--- src/rtl/parity_check_scheduler.sv ---
// Round-robin front end that time-shares one serial odd-parity checker among
// NUM_REQ word requesters and returns each verdict over a valid/ready channel.
module parity_check_scheduler #(
  parameter int DATA_WIDTH = 8,
  parameter int NUM_REQ    = 4,
  localparam int ID_W      = $clog2(NUM_REQ)
) (
  input  logic                          clk,
  input  logic                          reset,
  input  logic [NUM_REQ-1:0]            req_valid,
  output logic [NUM_REQ-1:0]            req_ready,
  input  logic [NUM_REQ*DATA_WIDTH-1:0] req_data,
  output logic                          rsp_valid,
  input  logic                          rsp_ready,
  output logic [ID_W-1:0]               rsp_id,
  output logic [DATA_WIDTH-1:0]         rsp_data,
  output logic                          rsp_parity_error,
  output logic                          rsp_proto_err,
  output logic                          chk_start,
  output logic                          chk_data,
  input  logic                          chk_checking,
  input  logic                          chk_parity_error,
  output logic                          busy
);

  localparam int CNT_W = (DATA_WIDTH > 2) ? $clog2(DATA_WIDTH) : 1;
  localparam logic [CNT_W-1:0] LAST_BIT = CNT_W'(DATA_WIDTH - 1);

  typedef enum logic [1:0] {IDLE, START, SHIFT, RESP} state_t;

  state_t                  state;
  logic [ID_W-1:0]         rr_ptr;
  logic [CNT_W-1:0]        bit_cnt;
  logic [DATA_WIDTH-1:0]   word;
  logic [ID_W-1:0]         id;
  logic                    perr;
  logic                    proto;

  logic                    found;
  logic [ID_W-1:0]         grant;
  logic [ID_W-1:0]         next_ptr;

  // First valid requester at or after rr_ptr, wrapping around.
  always_comb begin
    found = 1'b0;
    grant = '0;
    for (int i = 0; i < NUM_REQ; i++) begin
      if (!found && req_valid[(int'(rr_ptr) + i) % NUM_REQ]) begin
        found = 1'b1;
        grant = ID_W'((int'(rr_ptr) + i) % NUM_REQ);
      end
    end
  end

  assign next_ptr = (grant == ID_W'(NUM_REQ - 1)) ? '0 : grant + ID_W'(1);

  always_comb begin
    req_ready = '0;
    if (state == IDLE && found) req_ready[grant] = 1'b1;
  end

  always_ff @(posedge clk) begin
    if (reset) begin
      state   <= IDLE;
      rr_ptr  <= '0;
      bit_cnt <= '0;
      word    <= '0;
      id      <= '0;
      perr    <= 1'b0;
      proto   <= 1'b0;
    end else begin
      case (state)
        IDLE: begin
          if (found) begin
            word   <= req_data[int'(grant)*DATA_WIDTH +: DATA_WIDTH];
            id     <= grant;
            rr_ptr <= next_ptr;
            proto  <= 1'b0;
            state  <= START;
          end
        end
        START: begin
          bit_cnt <= '0;
          state   <= SHIFT;
        end
        SHIFT: begin
          if (!chk_checking) proto <= 1'b1;
          bit_cnt <= bit_cnt + CNT_W'(1);
          // The checker's verdict already includes the bit on chk_data this cycle.
          if (bit_cnt == LAST_BIT) begin
            perr  <= chk_parity_error;
            state <= RESP;
          end
        end
        RESP: begin
          if (rsp_ready) state <= IDLE;
        end
        default: state <= IDLE;
      endcase
    end
  end

  // The start-cycle data bit must be zero: the checker folds it into parity.
  assign chk_start        = (state == START);
  assign chk_data         = (state == SHIFT) ? word[bit_cnt] : 1'b0;
  assign rsp_valid        = (state == RESP);
  assign rsp_id           = id;
  assign rsp_data         = word;
  assign rsp_parity_error = perr;
  assign rsp_proto_err    = proto;
  assign busy             = (state != IDLE);

endmodule

--- config.mk ---
export PLATFORM = sky130hd
export DESIGN_NAME = parity_check_scheduler
export DESIGN_NICKNAME = d
export VERILOG_FILES = /design/src/rtl/parity_check_scheduler.sv
export SDC_FILE = /design/constraint.sdc
export NUM_CORES = 1
export LEC_CHECK = 0
export CORE_MARGIN = 10
export CORE_UTILIZATION = 42
export CTS_BUF_LIST = sky130_fd_sc_hd__clkbuf_8
export DETAILED_ROUTE_END_ITERATION = 10
export GPL_TIMING_DRIVEN = 0
export PLACE_DENSITY = 0.93
export SYNTH_ARGS = -nofsm -noshare
export SYNTH_HDL_FRONTEND = slang
export SYNTH_SLANG_ARGS = --single-unit
--- constraint.sdc ---
create_clock -name clk -period 1.95 [get_ports clk]
set_input_delay 0.2925 -clock clk [delete_from_list [all_inputs] [get_ports clk]]
set_output_delay 0.2925 -clock clk [all_outputs]
set_load 0.02 [all_outputs]
# Word level (Yosys, flattened, before mapping)
# Index checks and enable logic that the tools add are counted.
op_classes:
  add_sub_neg: 5
  magnitude_cmp: 7
  n_eq_ne: 9
  n_shift: 1
  n_mux: 34
  bitwise: 3
  n_reduce_logical: 19
op_table:
  columns: ["op", "n"]
  rows:
  - ["variable part select 32 x 6 -> 8 bit", 1]
  - ["< comparator 3 x 4 -> 1 bit, second input constant", 4]
  - ["two-way mux 1 bit", 16]
  - ["two-way mux 2 bit", 8]
  - ["binary-select mux 1 bit (select 2 bit)", 4]
  - ["case mux 2 bit (4 select lines)", 1]
  - ["== test 2 bit, second input constant", 3]
  - ["< comparator 2 x 3 -> 1 bit, second input constant", 2]
  - ["inequality test 2 bit, second input constant", 3]
  - ["case mux 3 bit (2 select lines)", 1]
  - ["AND reduction 3 bit", 2]
  - ["nonzero test 2 bit", 3]
  - ["OR reduction 2 bit", 3]
  - ["logical AND 1 bit", 5]
  - ["adder 2 x 1 -> 2 bit, second input constant", 2]
  - ["adder 2 bit, second input constant", 2]
  - ["two-way mux 4 bit", 1]
  - ["AND reduction 2 bit", 2]
  - ["adder 3 x 1 -> 3 bit, second input constant", 1]
  - ["AND 1 bit, first input constant", 3]
  - ["binary-select mux 1 bit (select 3 bit)", 1]
  - ["== test 3 bit, second input constant", 1]
  - ["logical NOT 1 bit", 3]
  - ["demux 1 bit (select 2 bit)", 1]
  - ["other kinds (5)", 5]
totals:
  register_bits: 19
  inputBits: 41
  output_inout_bits: 20
  wordCells: 85

# Depth between registers and ports, before layout
# Gate-level depths: netlist of run 1.
depth:
  depth_word: 19
  mapped_depth: 8
  depth_no_buf: 7

# Worst setup path before layout of run 1
# No wires, ideal clock.
synth_path:
  path_kind: "flip-flop to output port"
  from: "register state[0]"
  to: "output port req_ready[2]"
  arrival_ps: 1806
  t_required_ps: 1657
  setup_slack_ps: -148
  stages_incl_launch_ff: 8
  n_path_buf: 1
  cell_sequence: "dfxtp_1 inv_1 ha_1 inv_1 nor2_1 o221a_2 buf_2 nor2b_1"
synth_between:
  elab_chain_cells: 3
synth_lines:
  columns: ["element", "line", "source"]
  rows:
  - ["start: declaration", "31", "state_t state;"]
  - ["start signal: assignment", "64", "state <= IDLE;"]
  - ["start signal: assignment", "79", "state <= START;"]
  - ["start signal: assignment", "84", "state <= SHIFT;"]
  - ["logical NOT 2 bit", "59", "if (state == IDLE && found) req_ready[grant] = 1'b1;"]
  - ["logical AND 1 bit", "59", null]
  - ["two-way mux 4 bit", "59", null]
  - ["end: declaration", "11", "output logic [NUM_REQ-1:0] req_ready,"]
# No other way between the ends.

# Worst setup path after layout of run 1
layout_path:
  from: "register rr_ptr[1]"
  to: "output port req_ready[3]"
layout_between:
  elab_chain_cells: 17
  word_cells_on_any_way: 35
  cone_classes: "add/sub (3); order compare (2); mux (22); reduce/logical (8)"
layout_lines:
  columns: ["element", "line", "source"]
  rows:
  - ["start: declaration", "32", "logic [ID_W-1:0] rr_ptr;"]
  - ["start signal: assignment", "77", "rr_ptr <= next_ptr;"]
  - ["adder 2 x 1 -> 2 bit or binary-select mux 1 bit (select 2 bit) (tied branches)", "48, 50", null]
  - ["binary-select mux 1 bit (select 2 bit) or two-way mux 1 bit (tied branches)", "48", "if (!found && req_valid[(int'(rr_ptr) + i) % NUM_REQ]) begin"]
  - ["two-way mux 1 bit (not written as such)", "48", null]
  - ["two-way mux 1 bit (not written as such) or logical NOT 1 bit (tied branches)", "48", null]
  - ["logical AND 1 bit", "48", null]
  - ["two-way mux 1 bit", "48", null]
  - ["logical NOT 1 bit", "48", null]
  - ["logical AND 1 bit", "48", null]
  - ["two-way mux 1 bit", "48", null]
  - ["logical NOT 1 bit", "48", null]
  - ["logical AND 1 bit", "48", null]
  - ["two-way mux 2 bit", "48", null]
  - ["< comparator 2 x 3 -> 1 bit (not written as such) or greater-or-equal comparator 2 x 1 -> 1 bit (tied branches)", "59", null]
  - ["logical AND 1 bit (not written as such)", "59", null]
  - ["two-way mux 1 bit (not written as such)", "59", null]
  - ["demux 1 bit (select 2 bit)", "59", null]
  - ["two-way mux 4 bit (*)", "59", null]
# Mark *: on every way between the ends. The rest lies on a longest branch, timed or not. The select of a mux whose other input is x is not followed.

==> results of run 1 <==
[per-stage QoR]
stage	setup slack, ps	instances
floorplan	11.4	128
global placement	-812	218
detailed placement	-902	218
CTS	4.26	229
global route	-52.9	230
finish	9.04	230
[tightest hold or removal path, stage by stage (launching register included)]
cell and delay, ps:
sky130_fd_sc_hd__dfxtp_1 320, sky130_fd_sc_hd__nand2_1 50, sky130_fd_sc_hd__a21oi_1 50
[per-layer routing]
layer | vias to the layer above | wire (µm) | share of wire, % | global-route usage (%)
li1 | 618 | - | - | -
met1 | 626 | 1560 | 36 | 14.3
met2 | 52 | 2310 | 54 | 28.9
met3 | 6 | 357 | 8.3 | 5.52
met4 | 0 | 72 | 1.7 | 6.93
met5 | - | 0 | 0 | 0
[final timing paths]
kind | startpoint | to | slack (ps) | cells past startpoint
max | rr_ptr[1]$_SDFFE_PP0P_ | req_ready[3] | 9 | 6
min | rsp_parity_error$_SDFFE_PP0P_ | rsp_parity_error$_SDFFE_PP0P_ | 470 | 2
max reg2reg | rr_ptr[1]$_SDFFE_PP0P_ | rsp_data[6]$_SDFFE_PP0P_ | 110 | 8
min reg2reg | rsp_parity_error$_SDFFE_PP0P_ | rsp_parity_error$_SDFFE_PP0P_ | 470 | 2
[synth_stat cells]
library cell               number  area, µm²
sky130_fd_sc_hd__inv_1          5       18.8
sky130_fd_sc_hd__nor3_4         1       16.3
sky130_fd_sc_hd__a21oi_1       11       55.1
sky130_fd_sc_hd__nand2_1        6       22.5
sky130_fd_sc_hd__nor3_1         4       20.0
sky130_fd_sc_hd__dfxtp_1       19        380
sky130_fd_sc_hd__buf_6          2       22.5
sky130_fd_sc_hd__and3_1         1       6.26
sky130_fd_sc_hd__o22a_1         1       8.76
sky130_fd_sc_hd__buf_12         1       20.0
sky130_fd_sc_hd__nand2b_1       3       18.8
sky130_fd_sc_hd__nor2b_1        3       18.8
sky130_fd_sc_hd__nor2_1        11       41.3
sky130_fd_sc_hd__o21bai_1       8       60.1
sky130_fd_sc_hd__ha_1           6       75.1
sky130_fd_sc_hd__a211oi_1       1       7.51
sky130_fd_sc_hd__o221a_2        1       11.3
sky130_fd_sc_hd__mux2_2         1       11.3
sky130_fd_sc_hd__buf_2          1       5.00
sky130_fd_sc_hd__mux2i_1       18        180
sky130_fd_sc_hd__mux4_2         2       45.0
sky130_fd_sc_hd__a221oi_1       1       8.76
sky130_fd_sc_hd__a221oi_2       8        120
sky130_fd_sc_hd__nand3_1        3       15.0
sky130_fd_sc_hd__nor4_2         1       12.5
sky130_fd_sc_hd__o21a_1         1       7.51
sky130_fd_sc_hd__a211oi_2       1       12.5
sky130_fd_sc_hd__xnor2_1        1       8.76
sky130_fd_sc_hd__nor2_2         1       6.26
sky130_fd_sc_hd__nor3b_1        1       7.51
sky130_fd_sc_hd__clkbuf_1       4       15.0
[registers in the layout, summed over array words and instances (netlist names)]
signal	count
state	2
rsp_proto_err	1
rr_ptr	2
rsp_parity_error	1
rsp_id	2
bit_cnt	3
rsp_data	8
[logic make-up after synthesis]
group                      Yosys count  synth area share [%]
adders and majority gates            6                  5.96
and+or+nand+nor                     35                  14.7
muxes                               21                  18.8
xor gates and xnor gates             1                 0.696
AOI/OAI and AO/OA                   33                  23.2
buffers and inverters               13                  6.46
DFF                                 19                  30.2
[power by group through the flow]
stage | combinational (mW) | clock (mW) | sequential, mW
global route | 1.95 | 0.288 | 0.655
finish | 1.82 | 0.271 | 0.637
CTS | 1.77 | 0.272 | 0.617
detailed placement | 1.58 | 0 | 0.620
floorplan | 0.916 | 0 | 0.706
global placement | 1.52 | 0 | 0.611
[cell type report]
class,instances,area (µm²)
inverter,5,18.8
sequential,19,390
clock buffer,3,41.3
tap,31,38.8
clock inverter,1,3.75
multi-input combinational,96,861
fill,218,726
timing repair buffer,69,658
buffer,6,67.6
[repair_timing]
action	in CTS	in global routing
resized for setup	44	14
setup buffers	8	2
pin swaps	3	4
hold buffers	0	0
endpoints found under the setup margin	6	6
==> results_dict.tcl, run 1 <==
set metrics [dict create \
    flow.area_growth_from_synthesis_pct 65.2 \
    grt_overflow_total 0 \
    postRouteWirelength_um 4300 \
    share_clk_of_total_power_pct 9.9 \
    hold_viol_final 0 \
    critical_path.cell_chain "mux2i_1 > nor2_1 > nor3_4 > buf_6 > and3_1 > buf_6" \
    fin_worst_skew_ps 1.07 \
    wl_per_cell_um 18.7 \
    seq_area_frac_synth_pct 30.2 \
    layout_worst_path_cycle_share_pct 99.5 \
    worst-path-max-fanout 5 \
    tritoncts "yes" \
    grt_setup_unrepaired "yes" \
    max-vdd-ir-drop_v 0.000841 \
    clock-root-buffer "sky130_fd_sc_hd__clkbuf_8" \
    p_total_mw 2.73 \
    placedInstanceArea_mm2 0.00189 \
    latest_clock_arrival_within_the_worst_skew_pair_ps 250 \
    combPwrFrac_pct 66.7 \
    final_design_instance_area_without_fill_mm2 0.00208 \
    cts_buffer_depth 2 \
    worst-path-buf-inv 2 \
    worstSetupStartpointType "register" \
    cts_max_level 1 \
    postRouteAntennaNets 0 \
    setup_tns_ps 0 \
    timing_worst_setup_path_type "register to primary output" \
    io-pin-count 61 \
    power.density_mw_per_mm2 1310 \
    final_replace_weighted_congestion 0.766 \
    final-max-slew-violation-count 0 \
    critical-path-top-cell-by-count "sky130_fd_sc_hd__buf_6" \
    vias 1302 \
    critPathMaxStageDelay_ps 380 \
    fin_hold_ws_ps 470 \
    worst-endpoint-arrival_ps 1650 \
    first_drt_pass_iteration_count 4 \
    critical-path-slowest-cell "sky130_fd_sc_hd__dfxtp_4" \
    netSwitchingPower_mw 1.16 \
    crit_required_ps 1660 \
    timing.max_cap.violations 0 \
    num_antenna_cells 0 \
    hold_path.class "register to register" \
    final_net_count 247 \
    grt_pass1_vias 1431 \
    globalRouteTotalUtil_pct 15.2 \
    grt_start_max_net_pins 11 \
    crit_family "simple AND/OR/NAND/NOR gates" \
    fin_crit_ps 1940 \
    synthesis.area_mm2 0.00126 \
    avgSynthCellArea_um2 9.83 \
    route.detailed.drc 0 \
    std_cell_rows 19 \
    mostFrequentLayoutCell "sky130_fd_sc_hd__clkdlybuf4s50_1" \
    ys.warnings.count 0 \
    outcome "finished, final reports clean" \
    post-dp-hpwl_um 3220 \
    commonest_non_fill_non_tap_cells_in_the_layout "sky130_fd_sc_hd__clkdlybuf4s50_1, sky130_fd_sc_hd__mux2i_1, sky130_fd_sc_hd__dfxtp_1" \
    synth.ff_latch_count 19 \
    p_leak_nw 0.837 \
    power.sequential.fraction_pct 23.4 \
    initial_core_util_pct 44.9 \
    utilization_pct 74.1 \
    switching_share_pct 42.6 \
    power_report.internal_total_mw 1.57 \
    post_detailed_route_via_to_cell_ratio 5.66 \
    distinct_cell_type_count_of_the_synthesized_netlist 31 \
    antenna_found_initial 0 \
    cts.reportedPaths.clkPinSlew_ps 70 \
    syn-instance-count 128 \
    floorplan.core_area_mm2 0.00281 \
    setup_viol 0 \
    grt_first_pass_wirelength_um 6780 \
    syn_nets 175 \
    die_x_um 74.7 \
    endpoint_type_of_the_worst_setup_path "primary output" \
    die_outline_area_mm2 0.00559 \
    cts_inserted_buffers 3 \
    initialDrtViolationCount 56 \
    port_buffers 59 \
    relSlewSlack_pct 61.0 \
    clock_sinks 19 \
    transition_at_the_pin_with_the_smallest_max_transition_slack_ps 585 \
    post_route_cells_drive_above_1_share_pct 26.6 \
    die_y_um 74.7 \
    clock.fmax_mhz 515 \
]
No activity file was read; power rests on OpenSTA's default activity.
==> run 2: changes to the inputs <==
--- a/config.mk
+++ b/config.mk
@@ -5,12 +5,13 @@
 export SDC_FILE = /design/constraint.sdc
 export NUM_CORES = 1
 export LEC_CHECK = 0
+export CAP_MARGIN = 40
 export CORE_MARGIN = 10
-export CORE_UTILIZATION = 42
+export CORE_UTILIZATION = 45
 export CTS_BUF_LIST = sky130_fd_sc_hd__clkbuf_8
 export DETAILED_ROUTE_END_ITERATION = 10
 export GPL_TIMING_DRIVEN = 0
-export PLACE_DENSITY = 0.93
+export PLACE_DENSITY = 0.95
 export SYNTH_ARGS = -nofsm -noshare
 export SYNTH_HDL_FRONTEND = slang
 export SYNTH_SLANG_ARGS = --single-unit
==> constraint.sdc (replaced) <==
create_clock -name clk -period 2.4 [get_ports clk]
set_input_delay 0.36 -clock clk [delete_from_list [all_inputs] [get_ports clk]]
set_output_delay 0.36 -clock clk [all_outputs]
set_load 0.02 [all_outputs]
==> run 2 against run 1 <==
Effect of this change:
- routed wire length fell by 8.8%
- sequential share of layout area rose by 0.37 points
- global-route usage fell by 1.1 points
- design area fell by 4.2%
- sequential power fell by 21%
- first-iteration DRC count rose by 88%
- register-to-register slack improved by 520 ps
- final cell count fell by 2.6%
- via count fell by 5.7%
- largest cell class unchanged
==> results_dict.tcl, run 2 (synthesis gave the netlist of run 1 again) <==
set metrics [dict create \
    outcome "finished, final reports clean" \
    initial_core_util_pct 46.4 \
    die_y_um 72.9 \
    maxUsedRoutingLayer "met4" \
    post_detailed_route_via_to_cell_ratio 5.48 \
    worst-path-buf-inv 3 \
    hold_viol_final 0 \
    timing.rr.end "rsp_data[1]$_SDFFE_PP0P_" \
    std_cell_rows 19 \
    grt_start_max_net_pins 11 \
    post-dp-hpwl_um 3130 \
    utilization_pct 73.5 \
    wl_per_cell_um 17.5 \
    power.sequential.fraction_pct 24.3 \
    endpoint_type_of_the_worst_setup_path "primary output" \
    whs_endpoint "rsp_parity_error$_SDFFE_PP0P_" \
    cts_buffer_depth 2 \
    detailroute.wirelength.met3_um 462 \
    clock-root-buffer "sky130_fd_sc_hd__clkbuf_8" \
    share_clk_of_total_power_pct 10.7 \
    grt_setup_unrepaired "no" \
    grt_overflow_total 0 \
    worstSetupStartpointType "primary input" \
    reg2reg_slack_ps 630 \
    postRouteAntennaNets 0 \
    port_buffers 59 \
    cts.reportedPaths.clkPinSlew_ps 70 \
    power_report.internal_total_mw 1.17 \
    cts_inserted_buffers 3 \
    vias 1228 \
    num_antenna_cells 0 \
    die_x_um 72.9 \
    max-vdd-ir-drop_v 0.000969 \
    hold_path.class "register to register" \
    timing_worst_setup_path_type "primary input to primary output" \
    m1WireLength_um 1450 \
    worst-endpoint-arrival_ps 1930 \
    fin_worst_skew_ps 4.94 \
    grt_first_pass_wirelength_um 6100 \
    worstReg2RegStart "rr_ptr[1]$_SDFFE_PP0P_" \
    grt_pass1_vias 1316 \
    combPwrFrac_pct 65.0 \
    worst-r2r-cell-count 6 \
    tritoncts "yes" \
    clock.fmax_mhz 437 \
    power.density_mw_per_mm2 1040 \
    cts_max_level 1 \
    layout_worst_path_cycle_share_pct 95.4 \
    holdCritStartpoint "rsp_parity_error$_SDFFE_PP0P_" \
    met2WireLength_um 1970 \
    setup_viol 0 \
    post_route_cells_drive_above_1_share_pct 17.6 \
    critical_path.cell_chain "clkdlybuf4s50_1 > a21oi_1 > nor3_4 > buf_6 > and3_1 > dlygate4sd2_1" \
    final_net_count 241 \
    switching_share_pct 43.5 \
    holdPathStages 2 \
    fin_hold_ws_ps 467 \
    flow.area_growth_from_synthesis_pct 58.3 \
    worst-path-max-fanout 10 \
    commonest_non_fill_non_tap_cells_in_the_layout "sky130_fd_sc_hd__clkdlybuf4s50_1, sky130_fd_sc_hd__mux2i_1, sky130_fd_sc_hd__dfxtp_1" \
    critical-path-slowest-cell "sky130_fd_sc_hd__clkdlybuf4s50_1" \
    nFillCells 200 \
    first_drt_pass_iteration_count 4 \
    final-max-slew-violation-count 0 \
    globalRouteTotalUtil_pct 14.2 \
    floorplan.core_area_mm2 0.00271 \
    antenna_found_initial 0 \
    relSlewSlack_pct 59.6 \
    transition_at_the_pin_with_the_smallest_max_transition_slack_ps 606 \
    route.detailed.drc 0 \
    fin_crit_ps 2290 \
    latest_clock_arrival_within_the_worst_skew_pair_ps 260 \
    clock_sinks 19 \
    postRouteWirelength_um 3920 \
    setup_tns_ps 0 \
    timing.max_cap.violations 0 \
    initialDrtViolationCount 105 \
    io-pin-count 61 \
    final_replace_weighted_congestion 0.772 \
    p_leak_nw 0.802 \
    largest_reg_flops 8 \
    p_total_mw 2.07 \
    critPathMaxStageDelay_ps 570 \
    netSwitchingPower_mw 0.900 \
    crit_family "buffers and inverters" \
    die_outline_area_mm2 0.00531 \
    mostFrequentLayoutCell "sky130_fd_sc_hd__clkdlybuf4s50_1" \
    crit_required_ps 2040 \
]
run 2: routing by layer:
metal  track usage (%)  up-vias
met4              2.95        0
met2              25.4       50
li1                  -      603
met1              13.3      571
met5                 0        -
met3              8.84        4
run 2: tightest hold or removal path, delay by kind of cell, from the launching register on:
kind	cells	cell delay (ps)
compound gates	1	50
flops	1	320
simple gates	1	50
run 2: how the worst max path moves through the flow:
stage / from / end / slack, ps / cells after the start
final: req_valid[3] / req_ready[3] / 110 / 6
after global routing: req_valid[3] / req_ready[2] / 10 / 7
after CTS: req_valid[3] / req_ready[3] / 4 / 6
after detailed placement: req_valid[1] / req_ready[2] / -690 / 7
after global placement: req_valid[1] / req_ready[2] / -590 / 7
after floorplan: state[0]$_SDFFE_PP0P_ / req_ready[2] / 230 / 7
run 2: final cells by class:
| class | count | area, µm² | share of cell area [%] |
|---|---|---|---|
| multi-input combinational | 96 | 837 | 42.0 |
| timing repair buffer | 62 | 603 | 30.3 |
| sequential | 19 | 382 | 19.1 |
| buffer | 7 | 68.8 | 3.45 |
| clock buffer | 3 | 41.3 | 2.07 |
| tap | 31 | 38.8 | 1.95 |
| inverter | 5 | 18.8 | 0.942 |
| clock inverter | 1 | 3.75 | 0.188 |
run 2: power groups by stage:
stage | Sequential (mW) | Clock, mW | Combinational, mW
detailed placement | 0.507 | 0 | 1.27
finish | 0.503 | 0.221 | 1.34
global placement | 0.499 | 0 | 1.22
CTS | 0.502 | 0.219 | 1.31
floorplan | 0.574 | 0 | 0.737
global route | 0.518 | 0.235 | 1.44
run 2: timing repair:
action,4_1_cts,5_1_grt
hold buffers,0,0
pin swaps,2,2
setup buffers,2,1
gates resized for setup,18,8
setup endpoints to repair,4,5
run 2: through the flow:
stage          std cells  instance area, µm²  worst slack, ps
5_1_grt              224                1990             12.0
3_3_place_gp         218                1890             -593
4_1_cts              224                1980             4.14
6_report             224                1990              110
2_1_floorplan        128                1260              234
3_5_place_dp         218                1890             -691
